File: config.mk
export PLATFORM = sky130hd
export DESIGN_NAME = fifo_uart_tx
export DESIGN_NICKNAME = d
export VERILOG_FILES = /design/src/rtl/uart_tx_pkg.sv /design/src/rtl/uart_baud_tick.sv /design/src/rtl/fifo_uart_tx.sv
export SDC_FILE = /design/constraint.sdc
export NUM_CORES = 1
export LEC_CHECK = 0
export CORE_ASPECT_RATIO = 0.6
export CORE_MARGIN = 2
export CORE_UTILIZATION = 35
export CTS_BUF_LIST = sky130_fd_sc_hd__clkbuf_4 sky130_fd_sc_hd__clkbuf_8 sky130_fd_sc_hd__clkbuf_16
export DETAILED_ROUTE_END_ITERATION = 8
export GPL_TIMING_DRIVEN = 0
export PLACE_DENSITY = 0.61
export SLEW_MARGIN = 30
export SYNTH_ARGS = -nofsm -noshare
export SYNTH_HDL_FRONTEND = slang
export SYNTH_SLANG_ARGS = --single-unit
File: constraint.sdc
create_clock -name clk -period 2.7 [get_ports clk]
set_input_delay 0.675 -clock clk [delete_from_list [all_inputs] [get_ports clk]]
set_output_delay 0.675 -clock clk [all_outputs]
set_load 0.02 [all_outputs]
File: src/rtl/uart_tx_pkg.sv
// rtl/uart_tx_pkg.sv - shared constants and one-hot state encoding for fifo_uart_tx
// The PARITY state only exists when UART_TX_PARITY_EN is defined.
package uart_tx_pkg;

  localparam int BYTES_PER_WORD = 4;
  localparam int BITS_PER_BYTE  = 8;
  localparam int STOP_BITS      = 1;

`ifdef UART_TX_PARITY_EN
  typedef enum logic [6:0] {
    S_IDLE   = 7'b000_0001,
    S_FETCH  = 7'b000_0010,
    S_LOAD   = 7'b000_0100,
    S_START  = 7'b000_1000,
    S_DATA   = 7'b001_0000,
    S_PARITY = 7'b010_0000,
    S_STOP   = 7'b100_0000
  } state_t;

  function automatic logic even_parity(input logic [BITS_PER_BYTE-1:0] b);
    return ^b;
  endfunction
`else
  typedef enum logic [5:0] {
    S_IDLE  = 6'b00_0001,
    S_FETCH = 6'b00_0010,
    S_LOAD  = 6'b00_0100,
    S_START = 6'b00_1000,
    S_DATA  = 6'b01_0000,
    S_STOP  = 6'b10_0000
  } state_t;
`endif

endpackage

File: src/rtl/uart_baud_tick.sv
// rtl/uart_baud_tick.sv - bit timer counting 0..CLK_DIV-1 with sync clear
// tick marks the last cycle of a bit; the counter wraps on it so bits never drift.
module uart_baud_tick #(
  parameter int CLK_DIV = 16
) (
  input  logic clk,
  input  logic rst_n,
  input  logic clear,
  output logic tick
);

  localparam int CW = (CLK_DIV > 1) ? $clog2(CLK_DIV) : 1;

  logic [CW-1:0] cnt;

  assign tick = !clear && (cnt == CW'(CLK_DIV - 1));

  always_ff @(posedge clk or negedge rst_n) begin
    if (!rst_n) begin
      cnt <= '0;
    end else if (clear || tick) begin
      cnt <= '0;
    end else begin
      cnt <= cnt + CW'(1);
    end
  end

endmodule

File: src/rtl/fifo_uart_tx.sv
// rtl/fifo_uart_tx.sv - pops 32-bit words from a FIFO and sends them as 4 UART bytes, LSB byte first
// Optional even parity bit per byte with UART_TX_PARITY_EN.
module fifo_uart_tx
  import uart_tx_pkg::*;
#(
  parameter int CLK_DIV = 16,
  parameter int WIDTH   = 32
) (
  input  logic             clk,
  input  logic             rst_n,
  input  logic             fifo_empty,
  input  logic [WIDTH-1:0] rd_data,
  output logic             rd_en,
  output logic             txd,
  output logic             busy,
  output logic             word_done
);

  state_t           state;
  logic [WIDTH-1:0] shreg;
  logic [1:0]       byte_cnt;
  logic [2:0]       bit_cnt;
  logic             tick;
  logic             timer_clear;
`ifdef UART_TX_PARITY_EN
  logic             parity_bit;
`endif

  // Timer is held at zero until the start bit so every frame begins on a fresh bit period.
  assign timer_clear = (state == S_IDLE) || (state == S_FETCH) || (state == S_LOAD);
  assign busy        = (state != S_IDLE);

  uart_baud_tick #(.CLK_DIV(CLK_DIV)) u_baud (
    .clk   (clk),
    .rst_n (rst_n),
    .clear (timer_clear),
    .tick  (tick)
  );

  always_ff @(posedge clk or negedge rst_n) begin
    if (!rst_n) begin
      state      <= S_IDLE;
      txd        <= 1'b1;
      rd_en      <= 1'b0;
      word_done  <= 1'b0;
      shreg      <= '0;
      byte_cnt   <= '0;
      bit_cnt    <= '0;
`ifdef UART_TX_PARITY_EN
      parity_bit <= 1'b0;
`endif
    end else begin
      rd_en     <= 1'b0;
      word_done <= 1'b0;
      unique case (state)
        S_IDLE: begin
          txd <= 1'b1;
          if (!fifo_empty) begin
            state <= S_FETCH;
            rd_en <= 1'b1;
          end
        end
        S_FETCH: begin
          state <= S_LOAD;
        end
        S_LOAD: begin
          shreg    <= rd_data;
          byte_cnt <= '0;
          bit_cnt  <= '0;
          state    <= S_START;
          txd      <= 1'b0;
        end
        S_START: begin
          if (tick) begin
            state   <= S_DATA;
            txd     <= shreg[0];
            bit_cnt <= '0;
`ifdef UART_TX_PARITY_EN
            parity_bit <= even_parity(shreg[BITS_PER_BYTE-1:0]);
`endif
          end
        end
        S_DATA: begin
          if (tick) begin
            // Shifting one bit per data bit leaves the next byte in the low lane after 8 bits.
            shreg <= shreg >> 1;
            if (bit_cnt == 3'(BITS_PER_BYTE - 1)) begin
              bit_cnt <= '0;
`ifdef UART_TX_PARITY_EN
              state   <= S_PARITY;
              txd     <= parity_bit;
`else
              state   <= S_STOP;
              txd     <= 1'b1;
`endif
            end else begin
              bit_cnt <= bit_cnt + 3'd1;
              txd     <= shreg[1];
            end
          end
        end
`ifdef UART_TX_PARITY_EN
        S_PARITY: begin
          if (tick) begin
            state <= S_STOP;
            txd   <= 1'b1;
          end
        end
`endif
        S_STOP: begin
          if (tick) begin
            if (bit_cnt != 3'(STOP_BITS - 1)) begin
              bit_cnt <= bit_cnt + 3'd1;
            end else if (byte_cnt == 2'(BYTES_PER_WORD - 1)) begin
              state     <= S_IDLE;
              word_done <= 1'b1;
              bit_cnt   <= '0;
            end else begin
              byte_cnt <= byte_cnt + 2'd1;
              bit_cnt  <= '0;
              state    <= S_START;
              txd      <= 1'b0;
            end
          end
        end
        default: begin
          state <= S_IDLE;
          txd   <= 1'b1;
        end
      endcase
    end
  end

endmodule
Word-level counts from Yosys, hierarchy flattened. Cells that the tools add are included.

Bits in registers: 50. Bits of input ports: 35. Output and inout bits: 4. Logic and storage cells: 77.

Add/subtract/negate cells: 3. Equality and inequality tests: 17. Muxes and demuxes: 34. Bitwise gates (word level): 1. Reduce and logical (&&, ||, !) cells: 14.

Operator list (count): one-hot mux 32 bit (2 select lines) (1); two-way mux 6 bit (6); one-hot mux 6 bit (6 select lines) (1); two-way mux 32 bit (1); two-way mux 3 bit (5); two-way mux 1 bit (12); one-hot mux 3 bit (4 select lines) (1); AND reduction 6 bit (2); two-way mux 4 bit (2); != test 2 bit (second input constant) (4); AND reduction 4 bit (2); equality test 6 x 1 -> 1 bit (second input constant) (1); equality test 6 x 2 -> 1 bit (second input constant) (1); equality test 6 x 3 -> 1 bit (second input constant) (1); equality test 6 x 4 -> 1 bit (second input constant) (1); equality test 6 x 5 -> 1 bit (second input constant) (1); equality test 6 bit (second input constant) (1); two-way mux 2 bit (3); != test 2 x 1 -> 1 bit (second input constant) (3); != test 6 x 1 -> 1 bit (second input constant) (1); one-hot mux 1 bit (5 select lines) (1); adder 4 x 1 -> 4 bit (second input constant) (1); equality test 4 bit (second input constant) (1); one-hot mux 2 bit (2 select lines) (1); 12 further kinds (15).

Depth between registers and ports, before layout.
Depth after elaboration: 7. Depth in mapped cells: 7. Depth with buffers taken out: 6.

Cells and area by module. A second synthesis with hierarchy kept.

Cell total of the unflattened synthesis: 246. Area total of the unflattened synthesis: 2562.5 um2.

Modules (own cells, without submodules): fifo_uart_tx (times used 1, cells each 231, area an instance 2387.3 um2, seq. area each 1153.6 um2); uart_baud_tick (times used 1, cells each 15, area an instance 175.2 um2, seq. area each 100.1 um2).

Worst setup path after synthesis. No wires, ideal clock.

Path kind: flip-flop to flip-flop. Start: reg state[0]. End: reg shreg[10]. Library setup time: 122 ps. Data arrival time: 1712 ps. Data required time: 2578 ps. Path slack: 866 ps. Cell stages (with the launch flop): 7. Path buffers: 2. Period minus slack after synthesis: 1834 ps. Cells stage by stage: dfstp_2 > nor4_4 > nand3b_1 > buf_6 > buf_1 > mux2i_1 > a21oi_2.

Longest elaborated chain between the ends: 7. Elaborated cells between the ends (all ways): 12. Classes of those cells: eq/ne: 5; mux: 1; reduce/logical: 6.

RTL lines: start: declaration (RTL line fifo_uart_tx.sv:19) `state_t state;`; start signal: assignment (RTL line fifo_uart_tx.sv:42) `state <= S_IDLE;`; start signal: assignment (RTL line fifo_uart_tx.sv:59) `state <= S_FETCH;`; start signal: assignment (RTL line fifo_uart_tx.sv:64) `state <= S_LOAD;`; equality test 6 x 1 -> 1 bit / equality test 6 x 2 -> 1 bit (equally long branches) (RTL line fifo_uart_tx.sv:30) `assign timer_clear = (state == S_IDLE) || (state == S_FETCH) || (state == S_LOAD);`; logical OR 1 bit (2 in a row) (RTL line fifo_uart_tx.sv:30); zero test 1 bit (RTL line uart_baud_tick.sv:16) `assign tick = !clear && (cnt == CW'(CLK_DIV - 1));`; logical AND 1 bit (RTL line uart_baud_tick.sv:16); != test 2 x 1 -> 1 bit (no source line); AND reduction 2 bit (no source line); end signal: assignment (RTL line fifo_uart_tx.sv:67) `shreg <= rd_data;`; end signal: assignment (RTL line fifo_uart_tx.sv:86) `shreg <= shreg >> 1;`; end: declaration (RTL line fifo_uart_tx.sv:20) `logic [WIDTH-1:0] shreg;`.

Several ways; a longest one is shown, not always the timed one. A chain may end at the register's enable or synchronous reset.

Final worst setup path.
Start: reg state[4]. End: out busy.

Longest elaborated chain between the ends: 1.

RTL lines: != test 6 x 1 -> 1 bit (RTL line fifo_uart_tx.sv:31) `assign busy = (state != S_IDLE);`; end: declaration (RTL line fifo_uart_tx.sv:15) `output logic busy,`.

Every way passes these cells.

==> reports/qor.txt <==
Status = complete, no violations
Antenna Cells = 0
Number of synthesized flops with an enable pin = 0
Die ar. = 8160 µm²
Final worst setup slack = 0.322 ns
Area growth, synth to finish = 26.7%
Top-count cell post-synth = dfrtp_1
Die Width = 115 µm
IO buf count = 38
Mean Syn Cell Area = 10.7 µm²
Sinks on Clock Net = 50
GPL Wtd Cong = 0.749
Worst path required time = 2.03 ns
Slew HR = 50.1%
# nets final = 328
Multi-input logic area = 1230 µm²
R2r setup slk = 0.51 ns
Post-DP Area = 3140 µm²
Power Density = 881 nW/µm²
# rows = 24
Vias per cell = 4.77
Drt drc = 0
Clk Latency, worst-skew pair = 0.29 ns
Highest Clock Rate = 420 MHz
WS Path Type = reg -> out
Period utilization = 88.1%
Primary FF master, synth = dfrtp_1
ANT nets after route = 0
Post-CTS setup buffer count = 0
Via count = 1,875
Crit path max fanout = 9
Crit start category = flip-flop
Share of layout cells above drive strength 1 = 17.6%
DP Worst Slack = 0.327 ns
Largest cells by area after synthesis = dfrtp_1 (46%), mux2i_1 (12%), a21oi_2 (9.4%)
Max incr delay on CP = 0.36 ns
Tot Pwr = 2.91 mW
First drt pass iteration count = 4
Grt total ovfl = 0
Clock skew = 0.00540 ns
Final setup fails = 0
Post-synth top cells = dfrtp_1 (48), nor2_1 (41), mux2i_1 (31)
Worst-Margin Slew = 0.749 ns
Detailed Route WL = 5610 µm
Die H = 70.8 µm
Syn Inst Count = 242
Synth area leader = dfrtp_1
Total GRT Usage = 14.3%
Synth warnings = 0
Root buffer cell = clkbuf_16
Global-route wire length before repair = 9070 µm
WL per Instance = 14.3 µm
Initial Util = 35.9%
WP data arrival = 1.70 ns
Tmin final = 2.38 ns
Synth cell types = 37
Syn_nets = 282
CTS Buf Count = 5
Fillers = 685
Crit-path cells = clkbuf_1 > nor4_2 > nand3b_1 > dlymetal6s2s_1
Max-Cap Viols = 0
Clock slew at reported path FFs = 0.07 ns
Drt initial violations = 68
Top cell type's share of synthesized area = 46.2%
Seq/Total Area, Yosys = 48.2%
Post-synth ARST share = 100%
CTS tree = yes
Initial antenna violation count = 0
Setup crit end kind = output pin
Post-CTS Hold Buffers = 0
Hold crit path type = in -> async
Top-Level Pins = 39
HPWL Detailed = 3960 µm
Synth Cell Area = 2600 µm²
Crit-path slowest cell = dfrtp_1
VDD IR-drop max = 313 µV
Unrepaired setup endpoints after global routing = no
Core ar. = 7240 µm²
Cell area after layout = 3300 µm²
Reg area = 1250 µm²
Synth Register Bits = 50
Vias in the first global route = 1,776
Leakage = 1.55 nW
Final count of hold timing violations = 0
Largest net degree at the start of global routing = 46
CTS max path bufs = 2
Fin. max-slew vios = 0
Htree depth = 2
==> cell type report <==
| cell class | count | area share, % |
|---|---|---|
| Clock buffer | 7 | 4.44 |
| Multi-Input combinational cell | 174 | 37.4 |
| Inverter | 6 | 0.683 |
| Tap cell | 104 | 3.95 |
| Sequential cell | 50 | 38.0 |
| Clock inverter | 1 | 0.152 |
| Timing Repair Buffer | 39 | 12.4 |
| Buffer | 12 | 2.96 |
==> flip-flops by register name, summed over array words and instances, names as in the netlist <==
register	count
bit_cnt	3
byte_cnt	2
rd_en	1
shreg	32
state	6
txd	1
u_baud.cnt	4
word_done	1
==> cell usage in the layout, fill, tap and decap left out, drive strengths merged <==
master	Yosys	routed
dfrtp	48	48
nor2	41	41
a21oi	38	38
clkdlybuf4s50	0	36
mux2i	31	31
buf	10	12
o21ai	9	9
clkbuf	2	9
nand3	7	7
nand2	7	7
inv	6	6
ha	5	5
nand3b	3	3
nor3	3	3
and3	3	3
o22ai	3	3
o31ai	3	3
xor2	2	2
o211ai	2	2
nand4b	2	2
and3b	2	2
mux2	2	2
dfstp	2	2
nor4	2	2
o211a	1	1
xnor2	1	1
nor2b	1	1
or2	1	1
a22oi	1	1
a221o	1	1
nand2b	1	1
a211oi	1	1
o21a	1	1
clkinv	0	1
dlymetal6s2s	0	1
==> final timing paths <==
kind	start	end	cells after the start
min reg2reg	shreg[21]$_DFFE_PN0P_	shreg[21]$_DFFE_PN0P_	2
min in group clk	shreg[21]$_DFFE_PN0P_	shreg[21]$_DFFE_PN0P_	2
max reg2reg	state[4]$_DFFE_PN0P_	state[4]$_DFFE_PN0P_	6
max in group asynchronous	rst_n	txd$_DFFE_PN1P_	2
max	state[4]$_DFFE_PN0P_	busy	4
min	rst_n	shreg[24]$_DFFE_PN0P_	1
==> power breakdown <==
group / internal [mW] / switching [mW] / total (mW)
registers: 1.03 / 0.193 / 1.22
clock network: 0.378 / 0.282 / 0.660
logic: 0.474 / 0.548 / 1.02
total: 1.88 / 1.02 / 2.91
==> per-stage QoR <==
stage	TNS, ns	hold slack [ns]	util (%)	std cells
after floorplan	0	0.379	-	242
after CTS	0	0.184	45.4	393
after global placement	-29.51	0.496	43.0	384
final	0	0.189	45.6	393
after detailed placement	0	0.502	43.3	385
after global routing	0	0.186	45.6	393
==> cells by family (layout without fill, tap and decap cells) <==
kind of cell | after synthesis | after routing | synth area share (%)
AO/OA/AOI/OAI | 60 | 60 | 17.4
XOR/XNOR | 3 | 3 | 1.01
adder cells (fa/ha/maj) | 5 | 5 | 2.41
buffers and inverters | 18 | 65 | 4.62
flip-flops | 50 | 50 | 48.2
multiplexers | 33 | 33 | 12.8
AND/OR/NAND/NOR | 73 | 73 | 13.6
==> worst max-delay path, delay by kind of cell, from the launching register on <==
kind	cells	cell delay, ns
buffers and inverters	2	0.48
and+or+nand+nor	2	0.58
DFF	1	0.36
==> per-layer routing <==
layer	vias to the layer above	GRT usage [%]	share of wire [%]
met4	0	4.02	0.73
met3	5	3.94	4.3
met5	-	0	0
li1	958	-	-
met2	34	18.9	39
met1	878	22.7	56
==> what timing repair did <==
item / CTS / global route
hold endpoints to repair: 0 / 0
resized for setup: 0 / 2
setup endpoints to repair: 0 / 1
Note: power is estimated with default switching activity, not from simulation.
